## src/rtl/vga_scan_timing_pkg.sv

```systemverilog
// Shared types and 640x480@60 timing defaults for the VGA scan generator.
package vga_scan_timing_pkg;

  typedef struct packed {
    logic de;
    logic hs_n;
    logic vs_n;
  } vga_timing_t;

  typedef struct packed {
    logic [3:0] r;
    logic [3:0] g;
    logic [3:0] b;
  } color_t;

  localparam int unsigned DEF_CLK_DIV  = 4;
  localparam int unsigned DEF_H_ACTIVE = 640;
  localparam int unsigned DEF_H_FP     = 16;
  localparam int unsigned DEF_H_SYNC   = 96;
  localparam int unsigned DEF_H_BP     = 48;
  localparam int unsigned DEF_V_ACTIVE = 480;
  localparam int unsigned DEF_V_FP     = 10;
  localparam int unsigned DEF_V_SYNC   = 2;
  localparam int unsigned DEF_V_BP     = 33;

  localparam vga_timing_t TIMING_IDLE = '{de: 1'b0, hs_n: 1'b1, vs_n: 1'b1};

  function automatic color_t bar_color(input logic [2:0] idx);
    color_t c;
    case (idx)
      3'd0:    c = '{r: 4'hF, g: 4'hF, b: 4'hF};
      3'd1:    c = '{r: 4'hF, g: 4'hF, b: 4'h0};
      3'd2:    c = '{r: 4'h0, g: 4'hF, b: 4'hF};
      3'd3:    c = '{r: 4'h0, g: 4'hF, b: 4'h0};
      3'd4:    c = '{r: 4'hF, g: 4'h0, b: 4'hF};
      3'd5:    c = '{r: 4'hF, g: 4'h0, b: 4'h0};
      3'd6:    c = '{r: 4'h0, g: 4'h0, b: 4'hF};
      default: c = '{r: 4'h0, g: 4'h0, b: 4'h0};
    endcase
    return c;
  endfunction

endpackage

```

## src/rtl/vga_scan_timing_sync_delay.sv

```systemverilog
// Delays raw sync/blank timing and hcnt by PIPE_DEPTH pixel ticks so they line
// up with the renderer's colour latency. PIPE_DEPTH=0 is a plain wire.
module vga_sync_delay
  import vga_scan_timing_pkg::*;
#(
  parameter int unsigned PIPE_DEPTH = 0
) (
  input  logic       clk,
  input  logic       rst,
  input  logic       en,
  input  logic [2:0] timing_in,
  input  logic [9:0] hcnt_in,
  output logic [2:0] timing_out,
  output logic [9:0] hcnt_out
);

  if (PIPE_DEPTH == 0) begin : g_wire
    logic unused_ctl;
    assign unused_ctl = ^{clk, rst, en};
    assign timing_out = timing_in;
    assign hcnt_out   = hcnt_in;
  end else begin : g_pipe
    vga_timing_t tim_q  [PIPE_DEPTH];
    logic [9:0]  hcnt_q [PIPE_DEPTH];

    always_ff @(posedge clk) begin
      if (rst) begin
        for (int i = 0; i < int'(PIPE_DEPTH); i++) begin
          tim_q[i]  <= TIMING_IDLE;
          hcnt_q[i] <= '0;
        end
      end else if (en) begin
        tim_q[0]  <= timing_in;
        hcnt_q[0] <= hcnt_in;
        for (int i = 1; i < int'(PIPE_DEPTH); i++) begin
          tim_q[i]  <= tim_q[i-1];
          hcnt_q[i] <= hcnt_q[i-1];
        end
      end
    end

    assign timing_out = tim_q[PIPE_DEPTH-1];
    assign hcnt_out   = hcnt_q[PIPE_DEPTH-1];
  end

endmodule

```

## src/rtl/vga_scan_timing.sv

```systemverilog
// Raster scan counters plus registered VGA output stage with delay-aligned sync.
// Optional colour-bar source: define VGA_TEST_PATTERN_EN.
module vga_scan_timing
  import vga_scan_timing_pkg::*;
#(
  parameter int unsigned CLK_DIV    = DEF_CLK_DIV,
  parameter int unsigned H_ACTIVE   = DEF_H_ACTIVE,
  parameter int unsigned H_FP       = DEF_H_FP,
  parameter int unsigned H_SYNC     = DEF_H_SYNC,
  parameter int unsigned H_BP       = DEF_H_BP,
  parameter int unsigned V_ACTIVE   = DEF_V_ACTIVE,
  parameter int unsigned V_FP       = DEF_V_FP,
  parameter int unsigned V_SYNC     = DEF_V_SYNC,
  parameter int unsigned V_BP       = DEF_V_BP,
  parameter int unsigned PIPE_DEPTH = 0
) (
  input  logic       clk,
  input  logic       rst,
  output logic [9:0] px,
  output logic [9:0] py,
  output logic       frame,
  output logic       pix_tick,
  input  logic [3:0] r_in,
  input  logic [3:0] g_in,
  input  logic [3:0] b_in,
  input  logic       test_mode,
  output logic [3:0] vga_r,
  output logic [3:0] vga_g,
  output logic [3:0] vga_b,
  output logic       vga_hs,
  output logic       vga_vs,
  output logic       vga_de
);

  localparam int unsigned H_TOTAL = H_ACTIVE + H_FP + H_SYNC + H_BP;
  localparam int unsigned V_TOTAL = V_ACTIVE + V_FP + V_SYNC + V_BP;
  localparam int unsigned DIV_W   = (CLK_DIV > 1) ? $clog2(CLK_DIV) : 1;

  localparam logic [DIV_W-1:0] DIV_LAST = DIV_W'(CLK_DIV - 1);
  localparam logic [9:0] H_LAST   = 10'(H_TOTAL - 1);
  localparam logic [9:0] V_LAST   = 10'(V_TOTAL - 1);
  localparam logic [9:0] H_ACT    = 10'(H_ACTIVE);
  localparam logic [9:0] V_ACT    = 10'(V_ACTIVE);
  localparam logic [9:0] V_ACT_M1 = 10'(V_ACTIVE - 1);
  localparam logic [9:0] HS_FIRST = 10'(H_ACTIVE + H_FP);
  localparam logic [9:0] HS_LAST  = 10'(H_ACTIVE + H_FP + H_SYNC - 1);
  localparam logic [9:0] VS_FIRST = 10'(V_ACTIVE + V_FP);
  localparam logic [9:0] VS_LAST  = 10'(V_ACTIVE + V_FP + V_SYNC - 1);

  logic [DIV_W-1:0] div;
  logic [9:0]       hcnt;
  logic [9:0]       vcnt;
  logic             h_wrap;
  logic             v_wrap;
  vga_timing_t      raw;
  vga_timing_t      dly;
  logic [2:0]       dly_bits;
  logic [9:0]       hcnt_d;
  color_t           src;

  assign pix_tick = (div == DIV_LAST);
  assign h_wrap   = (hcnt == H_LAST);
  assign v_wrap   = (vcnt == V_LAST);
  assign frame    = pix_tick && h_wrap && (vcnt == V_ACT_M1);
  assign px       = hcnt;
  assign py       = vcnt;

  always_ff @(posedge clk) begin
    if (rst || pix_tick) begin
      div <= '0;
    end else begin
      div <= div + 1'b1;
    end
  end

  always_ff @(posedge clk) begin
    if (rst) begin
      hcnt <= '0;
      vcnt <= '0;
    end else if (pix_tick) begin
      if (h_wrap) begin
        hcnt <= '0;
        vcnt <= v_wrap ? 10'd0 : vcnt + 10'd1;
      end else begin
        hcnt <= hcnt + 10'd1;
      end
    end
  end

  always_comb begin
    raw      = TIMING_IDLE;
    raw.de   = (hcnt < H_ACT) && (vcnt < V_ACT);
    raw.hs_n = !((hcnt >= HS_FIRST) && (hcnt <= HS_LAST));
    raw.vs_n = !((vcnt >= VS_FIRST) && (vcnt <= VS_LAST));
  end

  vga_sync_delay #(
    .PIPE_DEPTH (PIPE_DEPTH)
  ) u_sync_delay (
    .clk        (clk),
    .rst        (rst),
    .en         (pix_tick),
    .timing_in  (raw),
    .hcnt_in    (hcnt),
    .timing_out (dly_bits),
    .hcnt_out   (hcnt_d)
  );

  assign dly = dly_bits;

`ifdef VGA_TEST_PATTERN_EN
  localparam logic [9:0] BAR_W = 10'(H_ACTIVE / 8);

  // Bar index only matters while the delayed pixel is active (hcnt_d < H_ACTIVE).
  always_comb begin
    src = '{r: r_in, g: g_in, b: b_in};
    if (test_mode) begin
      src = bar_color(3'(hcnt_d / BAR_W));
    end
  end
`else
  logic unused_inputs;
  assign unused_inputs = ^{test_mode, hcnt_d};

  always_comb begin
    src = '{r: r_in, g: g_in, b: b_in};
  end
`endif

  always_ff @(posedge clk) begin
    if (rst) begin
      vga_r  <= '0;
      vga_g  <= '0;
      vga_b  <= '0;
      vga_hs <= 1'b1;
      vga_vs <= 1'b1;
      vga_de <= 1'b0;
    end else if (pix_tick) begin
      vga_hs <= dly.hs_n;
      vga_vs <= dly.vs_n;
      vga_de <= dly.de;
      if (dly.de) begin
        vga_r <= src.r;
        vga_g <= src.g;
        vga_b <= src.b;
      end else begin
        vga_r <= '0;
        vga_g <= '0;
        vga_b <= '0;
      end
    end
  end

endmodule

```

## config.mk

```make
export PLATFORM = sky130hd
export DESIGN_NAME = vga_scan_timing
export DESIGN_NICKNAME = d
export VERILOG_FILES = /design/src/rtl/vga_scan_timing_pkg.sv /design/src/rtl/vga_scan_timing_sync_delay.sv /design/src/rtl/vga_scan_timing.sv
export SDC_FILE = /design/constraint.sdc
export NUM_CORES = 1
export LEC_CHECK = 0
export CORE_UTILIZATION = 45
export DETAILED_ROUTE_END_ITERATION = 8
export GPL_TIMING_DRIVEN = 1
export MAX_ROUTING_LAYER = met4
export PLACE_DENSITY = 0.88
export REMOVE_ABC_BUFFERS = 1
export SETUP_SLACK_MARGIN = 0.02
export SYNTH_ARGS = -nofsm -noshare
export SYNTH_HDL_FRONTEND = slang
export SYNTH_SLANG_ARGS = --single-unit
```

## constraint.sdc

```tcl
create_clock -name clk -period 4.8 [get_ports clk]
set_input_delay 0.96 -clock clk [delete_from_list [all_inputs] [get_ports clk]]
set_output_delay 0.96 -clock clk [all_outputs]
set_load 0.1 [all_outputs]
```

======== Word level (Yosys, flattened, before mapping) ========
Cells that the tools add are included.
storage, ports and cells
  bits in read-only memories .............. 0
  bits in registers ....................... 37
  memories ................................ 0
  word-level logic and storage cells ...... 36
  bits in latches ......................... 0
  memory bits (writable) .................. 0
cells by class
  multipliers ............................. 0
  order comparisons ....................... 6
  shift-type cells ........................ 0
  reductions and logical operators ........ 9
  divide/modulo/power cells ............... 0
  bitwise logic cells ..................... 0
  add/sub/neg operators ................... 3
  multiplexer cells ....................... 5
  equality and inequality tests ........... 4
operators by type and width
  cell                     count
  $add A10 B1 Y10 const B  2
  $eq A10 B10 Y1 const B   2
  $mux W10                 2
  $mux W4                  3
  $eq A10 B9 Y1 const B    1
  $ge A10 B10 Y1 const B   1
  $ge A10 B9 Y1 const B    1
  $le A10 B10 Y1 const B   1
  $le A10 B9 Y1 const B    1
  $lt A10 B10 Y1 const B   1
  $lt A10 B9 Y1 const B    1
  $logic_and A1 B1 Y1      5
  $add A2 B1 Y2 const B    1
  $eq A2 B2 Y1 const B     1
  $logic_not A1 Y1         2
  $reduce_and A2 Y1        1
  $logic_or A1 B1 Y1       1

======== Logic depth before layout (Yosys ltp) ========
Gate-level depths: netlist (run 1).
  word-level depth ........................ 3
  gate-level depth with buffers ........... 7
  depth with buffers taken out ............ 6

======== Hierarchy ========
From an unflattened synthesis (run 1), not the netlist that was laid out.
second synthesis, totals
  cell total of the unflattened synthesis .. 202
  area total of the unflattened synthesis .. 1745.4 um^2
by module, submodules not included
  module           area an instance (um^2)  times used  seq. area each (um^2)  cells an instance
  vga_scan_timing  1647.8                   1           740.7                  189
  vga_sync_delay   97.6                     1           0.0                    13

======== Worst setup path before layout (run 1) ========
Ideal clock, no wire load.
  path kind ............................... register to output
  start ................................... register hcnt[1] (netlist: px[1])
  end ..................................... output frame
  cell stages (with the launch flop) ...... 7
  data arrival time ....................... 4.128 ns
  setup slack ............................. -0.288 ns
  required time ........................... 3.840 ns
  cell sequence ........................... dfxtp_1 ha_1 and3_1 nand4_1 buf_2 clkbuf_1 nor3_1
between the ends
  cells in the longest elaborated chain, start to end .. 3
ends and longest elaborated chain
  what                              RTL line               source
  start, declared                   vga_scan_timing.sv:51  logic [9:0] hcnt;
  start signal, assigned            vga_scan_timing.sv:85  hcnt <= hcnt + 10'd1;
  $eq A10 B10 Y1                    vga_scan_timing.sv:62  assign h_wrap = (hcnt == H_LAST);
  $logic_and A1 B1 Y1 (2 in a row)  vga_scan_timing.sv:64  assign frame = pix_tick && h_wrap && (vcnt == V_ACT_M1);
  end, declared                     vga_scan_timing.sv:21  output logic frame,
Every way passes these cells.

======== Worst setup path in the final report (run 1) ========
  start ................................... register div[0]
  end ..................................... output pix_tick
between the ends
  cells in the longest elaborated chain, start to end .. 1
ends and longest elaborated chain
  what                    RTL line               source
  start, declared         vga_scan_timing.sv:50  logic [DIV_W-1:0] div;
  start signal, assigned  vga_scan_timing.sv:72  div <= div + 1'b1;
  $eq A2 B2 Y1            vga_scan_timing.sv:61  assign pix_tick = (div == DIV_LAST);
  end, declared           vga_scan_timing.sv:22  output logic pix_tick,
Every way passes these cells.

==> impl_metrics.json, run 1 <==
{
  "status": "finished clean",
  "drv_slew": 0,
  "overflow": 0,
  "grt_max_degree": 21,
  "endpoint_kind": "primary output",
  "htree_levels": 2,
  "io_buffers": 50,
  "synth_cell_types": 32,
  "post-dp-hpwl_microns": 2440,
  "antenna_found_initial": 0,
  "worst_pin_slew_ns": 0.976,
  "tritoncts": "built",
  "p_leak_nw": 0.746,
  "syn_area_sq_um": 1620,
  "pin_count": 52,
  "cts_buffers": 5,
  "grt_first_pass_wirelength_microns": 5300,
  "vdd_drop_max_mv": 0.166,
  "power.total_mw": 0.558,
  "synth_warnings": 0,
  "mostFrequentLayoutCells": "49 x clkdlybuf4s50_1, 37 x dfxtp_1, 13 x nor3_1, 13 x nand2_1, 13 x a21oi_1",
  "max-clock-path-buffers": 2,
  "maxCapViolCount": 0,
  "rsz0062_at_grt": "false",
  "holdBufCountCts": 0,
  "period_minus_slack_ns": 3.29,
  "synth_cells": 181,
  "fin_cells": 276,
  "grt_usage_pct": 19.9,
  "r2r_cells": 6,
  "clock_skew_ns": 0.00295,
  "avgSynthCellArea_sq_um": 8.95,
  "cts_root_buffer": "clkbuf_4",
  "hold_path_class": "flip-flop to flip-flop",
  "post_cts_buffers": 0,
  "synth-seq-cells": 37,
  "setup_viol_count_final": 0,
  "drive_gt1_share_pct": 5.22,
  "dp.cells": 268,
  "hold_viol_final": 0,
  "core_area_sq_um": 3390,
  "num_antenna_cells": 0,
  "grt_pass1_vias": 1127,
  "synth_ff_type": "dfxtp_1",
  "critPathLaunchType": "flip-flop",
  "initial_utilization_pct": 47.8,
  "min_period_over_period_pct": 68.6,
  "row_count": 21,
  "cts.repair.resized": 0,
  "clock_latency_ns": 0.34,
  "drc": 0,
  "cp.required_ns": 3.84,
  "fin_nets": 249,
  "clock_sinks": 37,
  "maxSlewHeadroom_pct": 34.7,
  "async_reset_ff_share_pct": 0,
  "clkTransAtPathRegs_ns": 0.10,
  "die_y_microns": 62.0,
  "routed_via_density": 5.32,
  "first_pass_iters": 4,
  "critPathArrivalTime_ns": 2.33,
  "vias": 1468,
  "drt.antenna.violating_nets": 0,
  "final_common_cell": "clkdlybuf4s50_1",
  "gp_congestion": 0.809,
  "yosysSeqAreaShare_pct": 45.7,
  "path_max_fanout": 14,
  "wl_per_cell_microns": 12.8,
  "power_density_nw_per_um2": 254,
  "fp.dieW_microns": 62.0,
  "critical_path_class": "flip-flop to primary output",
  "die_area_sq_um": 3840,
  "dr.first_iter.drc_count": 56,
  "clock.fmax_mhz": 304,
  "drt_wl_total_microns": 3520,
  "hold_depth": 1,
  "syn_to_final_growth_pct": 35.3,
  "synth_edf_count": 0
}
[metal layers]
layer  routed length, microns  share of wire (%)  global-route usage, %  vias up
li1                         -                  -                      -      750
met1                     1610                 46                   25.2      669
met2                     1700                 48                   29.5       47
met3                      182                5.2                   7.45        2
met4                       29               0.82                   5.71        0
met5                        0                  0                      -        -
[stage by stage]
stage                     hold WS, ns  setup slack, ns  util [%]  setup TNS [ns]  instance area, sq um
after floorplan                 0.400           -0.415         -          -0.415                  1570
after global placement          0.413             1.89      63.2               0                  2140
after detailed placement        0.417             1.88      63.2               0                  2140
after CTS                       0.433             1.48      64.7               0                  2190
after global routing            0.483             1.36      64.7               0                  2190
final                           0.430             1.51      64.7               0                  2190
[cell type report]
class	count	area (sq um)
clock buffer	6	41.3
clock inverter	2	10.0
fill	282	1200
inverter	6	22.5
multi-input combinational	127	807
sequential	37	741
tap	46	57.6
timing repair buffer	52	513
[cell usage after synthesis, types with 2 or more instances]
library cell  number  area share, %
dfxtp_1           37             46
a21oi_1           13            4.0
nand2_1           13            3.0
nor3_1            13            4.0
a22o_1            12            6.5
nand3_1           12            3.7
clkbuf_1           9            2.1
nand4_1            7            2.7
nor2_1             7            1.6
inv_1              6            1.4
o21ai_0            6            1.9
or3_1              6            2.3
ha_1               5            3.9
xor2_1             5            2.7
or4_1              4            1.9
and2_1             3            1.2
nand2b_1           3            1.2
o31ai_1            3            1.4
xnor2_1            3            1.6
and3_1             2           0.77
[cells by family (layout without fill, tap and decap cells)]
kind of cell | after synthesis | after routing | synth area share (%)
AND/OR/NAND/NOR | 77 | 77 | 26.6
AO/OA/AOI/OAI | 37 | 37 | 15.1
flip-flops | 37 | 37 | 45.7
buffers and inverters | 17 | 66 | 4.48
XOR/XNOR | 8 | 8 | 4.32
adder cells (fa/ha/maj) | 5 | 5 | 3.86
[report_power, final]
| part | switching (mW) | internal [mW] | total, mW |
|---|---|---|---|
| Sequential | 0.00431 | 0.314 | 0.319 |
| Clock | 0.0984 | 0.0558 | 0.154 |
| Combinational | 0.0587 | 0.0260 | 0.0847 |
| Total | 0.161 | 0.396 | 0.558 |
[critical path: stages, from the launching register on]
cell	delay [ns]
dfxtp_1	0.34
ha_1	0.42
clkdlybuf4s50_1	1.22
[final timing paths]
kind                            slack (ns)            endpoint              start
worst max register to register        2.68  py[2]$_SDFFE_PP0P_  div[0]$_SDFF_PP0_
worst min register to register        0.43   div[0]$_SDFF_PP0_  div[0]$_SDFF_PP0_
worst min-delay path                  0.43   div[0]$_SDFF_PP0_  div[0]$_SDFF_PP0_
worst max-delay path                  1.51            pix_tick  div[0]$_SDFF_PP0_
[sequential cells by signal (all words and copies together), names as in the netlist]
signal / flops
div: 2
px: 10
py: 10
vga_b: 4
vga_de: 1
vga_g: 4
vga_hs: 1
vga_r: 4
vga_vs: 1
Power figures use the tool's default switching activity.
==> run 2: changes to the inputs <==
Settings changed: CORE_UTILIZATION 45 to 41, PLACE_DENSITY 0.88 to 0.85.
Clock period 4.8 ns to 2.9 ns, I/O delays scaled along.
==> impl_metrics.json, run 2 (synthesized netlist as in run 1, its figures left out) <==
{
  "status": "finished clean",
  "dr.first_iter.drc_count": 104,
  "critPathArrivalTime_ns": 2.02,
  "vdd_drop_max_mv": 0.267,
  "pin_count": 52,
  "path_max_fanout": 14,
  "critical_path_class": "flip-flop to primary output",
  "maxCapViolCount": 0,
  "wl_per_cell_microns": 13.2,
  "die_y_microns": 64.9,
  "mostFrequentLayoutCells": "40 x buf_4, 37 x dfxtp_1",
  "hold_path_class": "flip-flop to flip-flop",
  "worst_pin_slew_ns": 0.832,
  "post-dp-hpwl_microns": 2540,
  "rsz0062_at_grt": "false",
  "cp_slowest_cell": "nor3_1",
  "setup_viol_count_final": 0,
  "cts_buffers": 5,
  "grt_usage_pct": 19.9,
  "min_period_over_period_pct": 89.6,
  "clock.fmax_mhz": 385,
  "overflow": 0,
  "antenna_found_initial": 0,
  "final_common_cell": "buf_4",
  "drive_gt1_share_pct": 22.0,
  "post_cts_buffers": 0,
  "crit_path_end": "frame",
  "setup_slack_ns": 0.301,
  "reg2reg_slack_ns": 0.82,
  "clock_skew_ns": 0.00599,
  "dp.cells": 272,
  "drv_slew": 0,
  "fp.dieW_microns": 64.9,
  "fin_nets": 251,
  "drt.antenna.violating_nets": 0,
  "cp-startpoint": "div[0]$_SDFF_PP0_",
  "power_density_nw_per_um2": 513,
  "clkTransAtPathRegs_ns": 0.07,
  "holdBufCountCts": 0,
  "endpoint_kind": "primary output",
  "htree_levels": 2,
  "cts.repair.resized": 0,
  "initial_utilization_pct": 43.6,
  "gp_congestion": 0.808,
  "critPathMaxStageDelay_ns": 0.40,
  "row_count": 22,
  "max-clock-path-buffers": 2,
  "p_leak_nw": 0.853,
  "cp.required_ns": 2.32,
  "preCtsSetupSlack_ns": 0.635,
  "drc": 0,
  "grt_first_pass_wirelength_microns": 6260,
  "cts_root_buffer": "clkbuf_8",
  "syn_to_final_growth_pct": 35.8,
  "critPathLaunchType": "flip-flop",
  "timing.rr.start": "div[0]$_SDFF_PP0_",
  "io_buffers": 50,
  "fin_cells": 280,
  "num_antenna_cells": 0,
  "r2r_cells": 7,
  "crit_chain": "ha_1 > buf_4 > and2_1 > nand4_1 > nor3_1 > buf_12",
  "first_pass_iters": 6,
  "maxSlewHeadroom_pct": 44.3,
  "tritoncts": "built",
  "period_minus_slack_ns": 2.60,
  "clock_latency_ns": 0.29,
  "die_area_sq_um": 4210,
  "drt_wl_total_microns": 3690,
  "hold_viol_final": 0,
  "core_area_sq_um": 3720,
  "n_fill_cell": 351,
  "grt_pass1_vias": 1418,
  "grt_max_degree": 20,
  "routed_via_density": 5.42,
  "clock_sinks": 37,
  "whs_ns": 0.447,
  "vias": 1517,
  "rr_endpoint": "py[7]$_SDFFE_PP0P_"
}
[run 2: cell count changes in the layout (fill, tap and decap cells not counted), sizes merged]
cell / previous run / this run
clkinvlp: 0 / 1
bufinv: 0 / 1
clkinv: 2 / 0
buf: 3 / 41
clkdlybuf4s50: 49 / 13
[run 2: where the power goes]
group	switching (mW)	internal [mW]	leakage (nW)
Combinational	0.0974	0.0412	0.496
Clock	0.184	0.279	0.0574
Sequential	0.00718	0.520	0.299
[run 2: worst min-delay path by stage]
stage               slack [ns]  cells after the start                 to              start
floorplan                 0.40                      1  div[0]$_SDFF_PP0_  div[0]$_SDFF_PP0_
global placement          0.41                      1  div[0]$_SDFF_PP0_  div[0]$_SDFF_PP0_
detailed placement        0.44                      1  div[0]$_SDFF_PP0_  div[0]$_SDFF_PP0_
CTS                       0.45                      1  div[0]$_SDFF_PP0_  div[0]$_SDFF_PP0_
global route              0.47                      1  div[0]$_SDFF_PP0_  div[0]$_SDFF_PP0_
finish                    0.45                      1  div[0]$_SDFF_PP0_  div[0]$_SDFF_PP0_
[run 2: final cells by class]
class / instances / area (sq um) / area share, %
clock buffer: 6 / 82.6 / 3.75
inverter: 6 / 22.5 / 1.02
multi-input combinational: 127 / 807 / 36.7
sequential: 37 / 741 / 33.7
clock inverter: 2 / 37.5 / 1.71
timing repair buffer: 54 / 450 / 20.5
tap: 48 / 60.1 / 2.73
[run 2: routing by layer]
| layer | wire length (microns) | vias up | global-route usage [%] |
|---|---|---|---|
| met5 | 0 | - | - |
| met4 | 74 | 0 | 10.3 |
| met3 | 230 | 9 | 6.16 |
| met2 | 1760 | 51 | 30.7 |
| met1 | 1630 | 707 | 23.1 |
| li1 | - | 750 | - |
[run 2: critical path, delay by kind of cell (launching register included)]
kind | cells | cell delay (ns)
simple gates | 3 | 0.79
buf+inv | 2 | 0.41
fa+ha+maj | 1 | 0.16
flops | 1 | 0.35
[run 2: through the flow]
step / util [%] / instance area [sq um] / power, mW / TNS (ns)
after global routing: 59.2 / 2200 / 1.18 / 0
after floorplan: - / 1570 / 0.632 / -1.93
after global placement: 56.0 / 2080 / 0.676 / 0
after CTS: 59.2 / 2200 / 1.14 / 0
final: 59.2 / 2200 / 1.13 / 0
after detailed placement: 56.0 / 2080 / 0.678 / 0
